## config.mk

```make
export PLATFORM = sky130hd
export DESIGN_NAME = fetch_ifid_stage
export DESIGN_NICKNAME = d
export VERILOG_FILES = /design/src/rtl/fetch_ifid_stage.sv
export SDC_FILE = /design/constraint.sdc
export NUM_CORES = 1
export LEC_CHECK = 0
export ABC_AREA = 1
export BUFFER_PORTS_ARGS = -buffer_cell sky130_fd_sc_hd__buf_2
export CAP_MARGIN = 10
export CORE_UTILIZATION = 56
export CTS_CLUSTER_SIZE = 28
export DETAILED_ROUTE_END_ITERATION = 16
export PLACE_DENSITY = 0.85
export REMOVE_ABC_BUFFERS = 1
export SYNTH_ARGS = -nofsm -noshare
export SYNTH_HDL_FRONTEND = slang
export SYNTH_SLANG_ARGS = --single-unit
```

## constraint.sdc

```tcl
create_clock -name clk -period 4.3 [get_ports clk]
set_input_delay 0.43 -clock clk [delete_from_list [all_inputs] [get_ports clk]]
set_output_delay 0.43 -clock clk [all_outputs]
set_load 0.02 [all_outputs]
```

## src/rtl/fetch_ifid_stage.sv

```systemverilog
// PC register, next-PC select and IF/ID pipeline register with stall/flush debug counters.
// All outputs registered (1-cycle latency); a redirect overrides both hold enables.
module fetch_ifid_stage #(
  parameter int               XLEN      = 64,
  parameter logic [XLEN-1:0]  RESET_PC  = '0,
  parameter logic [31:0]      NOP_INSTR = 32'h0000_0013,
  parameter int               CNT_W     = 32
) (
  input  logic             clk,
  input  logic             reset,
  input  logic             PC_Write,
  input  logic             IF_ID_Write,
  input  logic             Branch_Taken,
  input  logic [XLEN-1:0]  Branch_Target,
  input  logic [31:0]      Instr_in,
  output logic [XLEN-1:0]  PC_out,
  output logic [XLEN-1:0]  IFID_PC,
  output logic [31:0]      IFID_Instr,
  output logic             IFID_Valid,
  output logic             Misalign_Flag,
  output logic [CNT_W-1:0] Stall_Count,
  output logic [CNT_W-1:0] Flush_Count
);

  logic [XLEN-1:0]  pc_q, pc_d;
  logic [XLEN-1:0]  ifid_pc_q, ifid_pc_d;
  logic [31:0]      ifid_instr_q, ifid_instr_d;
  logic             ifid_valid_q, ifid_valid_d;
  logic             misalign_q, misalign_d;
  logic [CNT_W-1:0] stall_cnt_q, stall_cnt_d;
  logic [CNT_W-1:0] flush_cnt_q, flush_cnt_d;

  always_comb begin
    pc_d         = pc_q;
    ifid_pc_d    = ifid_pc_q;
    ifid_instr_d = ifid_instr_q;
    ifid_valid_d = ifid_valid_q;
    misalign_d   = misalign_q;
    stall_cnt_d  = stall_cnt_q;
    flush_cnt_d  = flush_cnt_q;

    if (Branch_Taken) begin
      // Redirect squashes the fetched instruction even when the hazard unit is holding.
      pc_d         = {Branch_Target[XLEN-1:2], 2'b00};
      ifid_pc_d    = '0;
      ifid_instr_d = NOP_INSTR;
      ifid_valid_d = 1'b0;
      if (Branch_Target[1:0] != 2'b00) begin
        misalign_d = 1'b1;
      end
      if (flush_cnt_q != {CNT_W{1'b1}}) begin
        flush_cnt_d = flush_cnt_q + CNT_W'(1);
      end
    end else begin
      if (PC_Write) begin
        pc_d = pc_q + XLEN'(4);
      end
      if (IF_ID_Write) begin
        ifid_pc_d    = pc_q;
        ifid_instr_d = Instr_in;
        ifid_valid_d = 1'b1;
      end
      if ((!PC_Write || !IF_ID_Write) && (stall_cnt_q != {CNT_W{1'b1}})) begin
        stall_cnt_d = stall_cnt_q + CNT_W'(1);
      end
    end
  end

  always_ff @(posedge clk or negedge reset) begin
    if (!reset) begin
      pc_q         <= RESET_PC;
      ifid_pc_q    <= '0;
      ifid_instr_q <= NOP_INSTR;
      ifid_valid_q <= 1'b0;
      misalign_q   <= 1'b0;
      stall_cnt_q  <= '0;
      flush_cnt_q  <= '0;
    end else begin
      pc_q         <= pc_d;
      ifid_pc_q    <= ifid_pc_d;
      ifid_instr_q <= ifid_instr_d;
      ifid_valid_q <= ifid_valid_d;
      misalign_q   <= misalign_d;
      stall_cnt_q  <= stall_cnt_d;
      flush_cnt_q  <= flush_cnt_d;
    end
  end

  assign PC_out        = pc_q;
  assign IFID_PC       = ifid_pc_q;
  assign IFID_Instr    = ifid_instr_q;
  assign IFID_Valid    = ifid_valid_q;
  assign Misalign_Flag = misalign_q;
  assign Stall_Count   = stall_cnt_q;
  assign Flush_Count   = flush_cnt_q;

endmodule

```

Yosys cells after proc, flatten, opt, wreduce, memory -nomap -nowiden

Index checks and enable logic that the tools add are counted.

Bits in registers: 226
Output and inout port bits: 226
Word-level logic and storage cells: 31

$add $sub $neg: 3
Equality and inequality tests: 2
Multiplexer cells: 8
Bitwise logic cells: 1
Reduce and logical (&&, ||, !) cells: 10

Operator list:

| cell                    | count |
|---|---|
| $mux W64                | 4 |
| $add A32 B1 Y32 const B | 2 |
| $add A64 B3 Y64 const B | 1 |
| $mux W32                | 2 |
| $ne A32 B32 Y1 const B  | 2 |
| $reduce_and A2 Y1       | 3 |
| $reduce_bool A2 Y1      | 3 |
| $logic_not A1 Y1        | 2 |
| $mux W1                 | 2 |
| $logic_and A1 B1 Y1     | 1 |
| $logic_or A1 B1 Y1      | 1 |
| $not A1 Y1              | 1 |

Depth between registers and ports, before layout

Depth in word-level cells: 4
Depth in mapped cells: 11

Worst setup path after synthesis

OpenSTA, ideal clock, no wires.

Kind: register to register
Start point: reg flush_cnt_q[0] (netlist: Flush_Count[0])
End point: reg flush_cnt_q[5] (netlist: Flush_Count[5])
Arrival time: 1.576 ns
Required time: 4.177 ns
Path slack: 2.601 ns
Stages on the path, launching flop included: 12
Period minus slack after synthesis: 1.699 ns
Path through: dfrtp_1 ha_1 nand3_2 inv_2 nand2_2 nor2_4 nand2_1 nand2_2 inv_2 buf_2 nand3_1 nand2_1

Word-level cells in the longest chain between the ends: 2

Ends and longest elaborated chain:

| element                                                 | line | source |
|---|---|---|
| from (decl)                                             | 31   | `logic [CNT_W-1:0] flush_cnt_q, flush_cnt_d;` |
| from (signal assigned)                                  | 85   | `flush_cnt_q <= flush_cnt_d;` |
| branches (longest 2 deep; another with $add A32 B1 Y32) | --   |  |

Several ways; the timed one is not identified.
A chain may end at the register's enable or synchronous reset.

Final worst setup path

Start point: reg flush_cnt_q[0] (netlist: Flush_Count[0])
End point: reg flush_cnt_q[12] (netlist: Flush_Count[12])

Same word-level chain as after synthesis.

==> run summary <==
Timing
- 37.4% — headroom to the max-slew limit
- 0 — final setup violating endpoints
- 0.112 ns — worst hold margin
- 2.40 ns — Final min period
- 0 — max-slew violation count
- 417 MHz — f_max
- 0.0227 ns — clock skew after layout
- 0.938 ns — actual slew at the worst max-slew pin
- false — setup repair after global routing missed its margin
- 0 — Final Hold Fails
- 55.8% — final clock period utilization by the worst path

GRT
- 120 — pin count of the biggest net entering global routing
- 34.9% — All-Layer GR Usage
- 0 — global route total overflow
- 11.9k — via count of the first global-routing pass
- 3 — number of antenna violations at the first check in global routing
- 61500 um — global-route wire length before repair

Logic synthesis
- 0 — number of enable flip-flop cells after synthesis
- 38 — number of distinct library cells after synthesis
- 7.39 um2 — mean post-synth cell area
- 3.64% — post-synthesis share of cell area spent on xor and xnor gates
- 12300 um2 — total standard cell area after synthesis
- 0% — multiplexer fraction of the synthesized cell area
- 0 — Yosys Warn Count
- simple AND/OR/NAND/NOR gates — dominant combinational cell family by area after synthesis
- 100% — async set-reset flop share out of synthesis
- 33.0% — Post-Synth Simple-Gate Area
- 1658 — gate count of the mapped netlist
- dfrtp_1 — top_reg_cell synth
- 45.5% — proportion of synthesized chip area in sequential cells
- 223 — synthesized flop and latch total
- 10.7% — Synth Area in Compound Gates
- 0.306% — fraction of the mapped netlist area in adder cells

Route
- 0 — post-detailed-route count of antenna-violating nets
- 39500 um — drt total wl
- 5.55 — via/cell ratio
- 0 — remaining design rule violation count
- 12.6k — via count
- 17.5 um — Routed WL per cell
- 834 — drt first-iter violations
- 5 — Detailed Routing Iterations Pass 1

Run
- 0 — number of max-capacitance violations reported

Critical path
- 2.80 ns — data arrival time at the worst-slack endpoint
- flip-flop — Critical Path Sink Type
- 4.70 ns — worst endpoint required time
- flip-flop to flip-flop — Critical Setup Path Class
- flip-flop — element type at the critical path start
- 31 — Crit Path Max Fanout

CTS
- 25 — CTS Buf Count
- 3 — CTS max path bufs
- 0.54 ns — later-pin clock latency in the skew report
- clkbuf_16 — CTS Root Cell
- 1 — H-tree level count
- 223 — TritonCTS Sinks
- 0 — Post CTS Setup Buffer Count
- done — TritonCTS clock tree
- 0.06 ns — clock transition at the register clock pins on the worst setup and hold paths after CTS

Pwr
- 7.65 nW — Lkg Pwr
- 298 uV — highest ir drop seen on vdd
- 375 nW/um2 — P per Cell Area

Cells and area
- 20.8% — fraction of layout cells with a size suffix above 1
- 70.2% — utilization of the core after routing
- 14900 um2 — post-layout instance area
- 2070 — count of nets after finishing
- nand2_1 — leading cell type in the layout, fill and taps excluded
- 2263 — final cell count without fillers
- nand2_1, buf_2, dfrtp_1 — commonest non-fill, non-tap cells in the layout
- 21.5% — Synth-to-Final Area Change

Worst hold path
- primary input to flip-flop — Hold WC Path Type

Floorplanning
- 327 — I/O pin total
- 150 um — Die Width
- 22500 um2 — die footprint
- 150 um — height of the die
- 53 — number of rows in the core area
- 57.8% — initial cell density of the core
- 21200 um2 — placeable core area

Status
- finished clean — outcome

Placement
- 324 — Port-buffer cells
- 29200 um — half-perimeter wire length after detailed placement
- 14000 um2 — post-detailed-placement cell area
- 0.987 — Routability Congestion
- 2212 — Cell Count Post-Placement

## synthesized netlist by cell type, types with 2 or more instances
master | n | area [um2]
nand2_1 | 641 | 2410
dfrtp_1 | 220 | 5510
nor2_1 | 189 | 709
inv_1 | 135 | 507
nand3_1 | 82 | 410
o21ai_0 | 81 | 405
a22oi_1 | 53 | 398
xor2_1 | 44 | 385
a22o_1 | 36 | 315
clkbuf_1 | 22 | 82.6
nand3b_1 | 18 | 135
nor3_1 | 18 | 90.1
o21ai_1 | 16 | 80.1
buf_2 | 13 | 65.1
nand4_1 | 10 | 62.6
nor2_2 | 10 | 62.6
buf_1 | 9 | 33.8
buf_6 | 8 | 90.1
xnor2_1 | 7 | 61.3
inv_2 | 6 | 22.5
nand2_2 | 5 | 31.3
nor2_4 | 5 | 56.3
o221ai_1 | 5 | 43.8
buf_4 | 3 | 22.5
dfstp_2 | 3 | 78.8
ha_1 | 3 | 37.5
o22a_1 | 3 | 26.3
nor3_2 | 2 | 20.0
o211ai_1 | 2 | 15.0
## power by group
group	internal [W]	switching [W]	total (W)	leakage, nW
clock network	0.00125	0.000876	0.00212	0.383
logic	0.000318	0.000645	0.000963	4.36
registers	0.00226	0.000232	0.00250	2.91
## per-layer routing
metal,global-route usage (%),vias to the layer above,part of all wire (%)
li1,-,5924,-
met1,45.4,5879,40
met2,57.4,659,47
met3,4.88,107,8.6
met4,16.9,0,3.9
met5,0,-,0
## repair_timing
item / 4_1_cts / 5_1_grt
endpoints found under the setup margin: 0 / 0
hold buffers: 1 / 0
endpoints found under the hold margin: 18 / 0
resized for setup: 0 / 0
## worst max-delay path: stages, from the launching register on
cell and delay [ns]:
dfrtp_1 0.42, ha_1 0.22, nand3_2 0.13, inv_2 0.11, nand2_2 0.08, nor2_4 0.14
nand2_1 0.09, nand2_2 0.44, inv_2 0.40, nand2_1 0.14, o21ai_1 0.08
## registers in the layout (all words and copies together) (netlist names)
register,flops
PC_out,62
IFID_PC,63
IFID_Valid,1
IFID_Instr,32
Misalign_Flag,1
Stall_Count,32
Flush_Count,32
## final cells by class
type | count | area, um2
Fill cell | 1785 | 6330
Sequential cell | 223 | 5580
Multi-Input combinational cell | 1239 | 5870
Timing Repair Buffer | 335 | 1740
Clock inverter | 10 | 118
Antenna cell | 4 | 10.0
Clock buffer | 35 | 693
Tap cell | 275 | 344
Inverter | 142 | 534
## stage by stage
step	TNS, ns	setup WS (ns)	total power (W)
CTS	0	1.85	0.00559
global route	0	1.68	0.00580
floorplan	-5.14	-0.166	0.00303
detailed placement	0	1.63	0.00348
finish	0	1.90	0.00558
global placement	0	1.71	0.00345
## worst paths after layout
kind,startpoint,endpoint,slack (ns),cells after the start
setup / recovery,Flush_Count[0]$_DFFE_PN0P_,Flush_Count[12]$_DFFE_PN0P_,1.90,10
min in group asynchronous,reset,Stall_Count[17]$_DFFE_PN0P_,0.53,2
hold reg to reg,Misalign_Flag$_DFFE_PN0P_,Misalign_Flag$_DFFE_PN0P_,0.47,1
hold / removal,Instr_in[13],IFID_Instr[13]$_DFFE_PN0P_,0.11,2
setup reg to reg,Flush_Count[0]$_DFFE_PN0P_,Flush_Count[12]$_DFFE_PN0P_,1.90,10
max in group asynchronous,reset,IFID_Instr[8]$_DFFE_PN0P_,2.61,3
## cell families (layout without fill, tap and decap cells)
group	Yosys count	in the layout
compound gates	199	199
fa+ha+maj	3	3
other cells	1	6
simple gates	984	984
buf+inv	197	522
xor+xnor	51	51
flops	223	223
(Power assumes the default switching activity.)
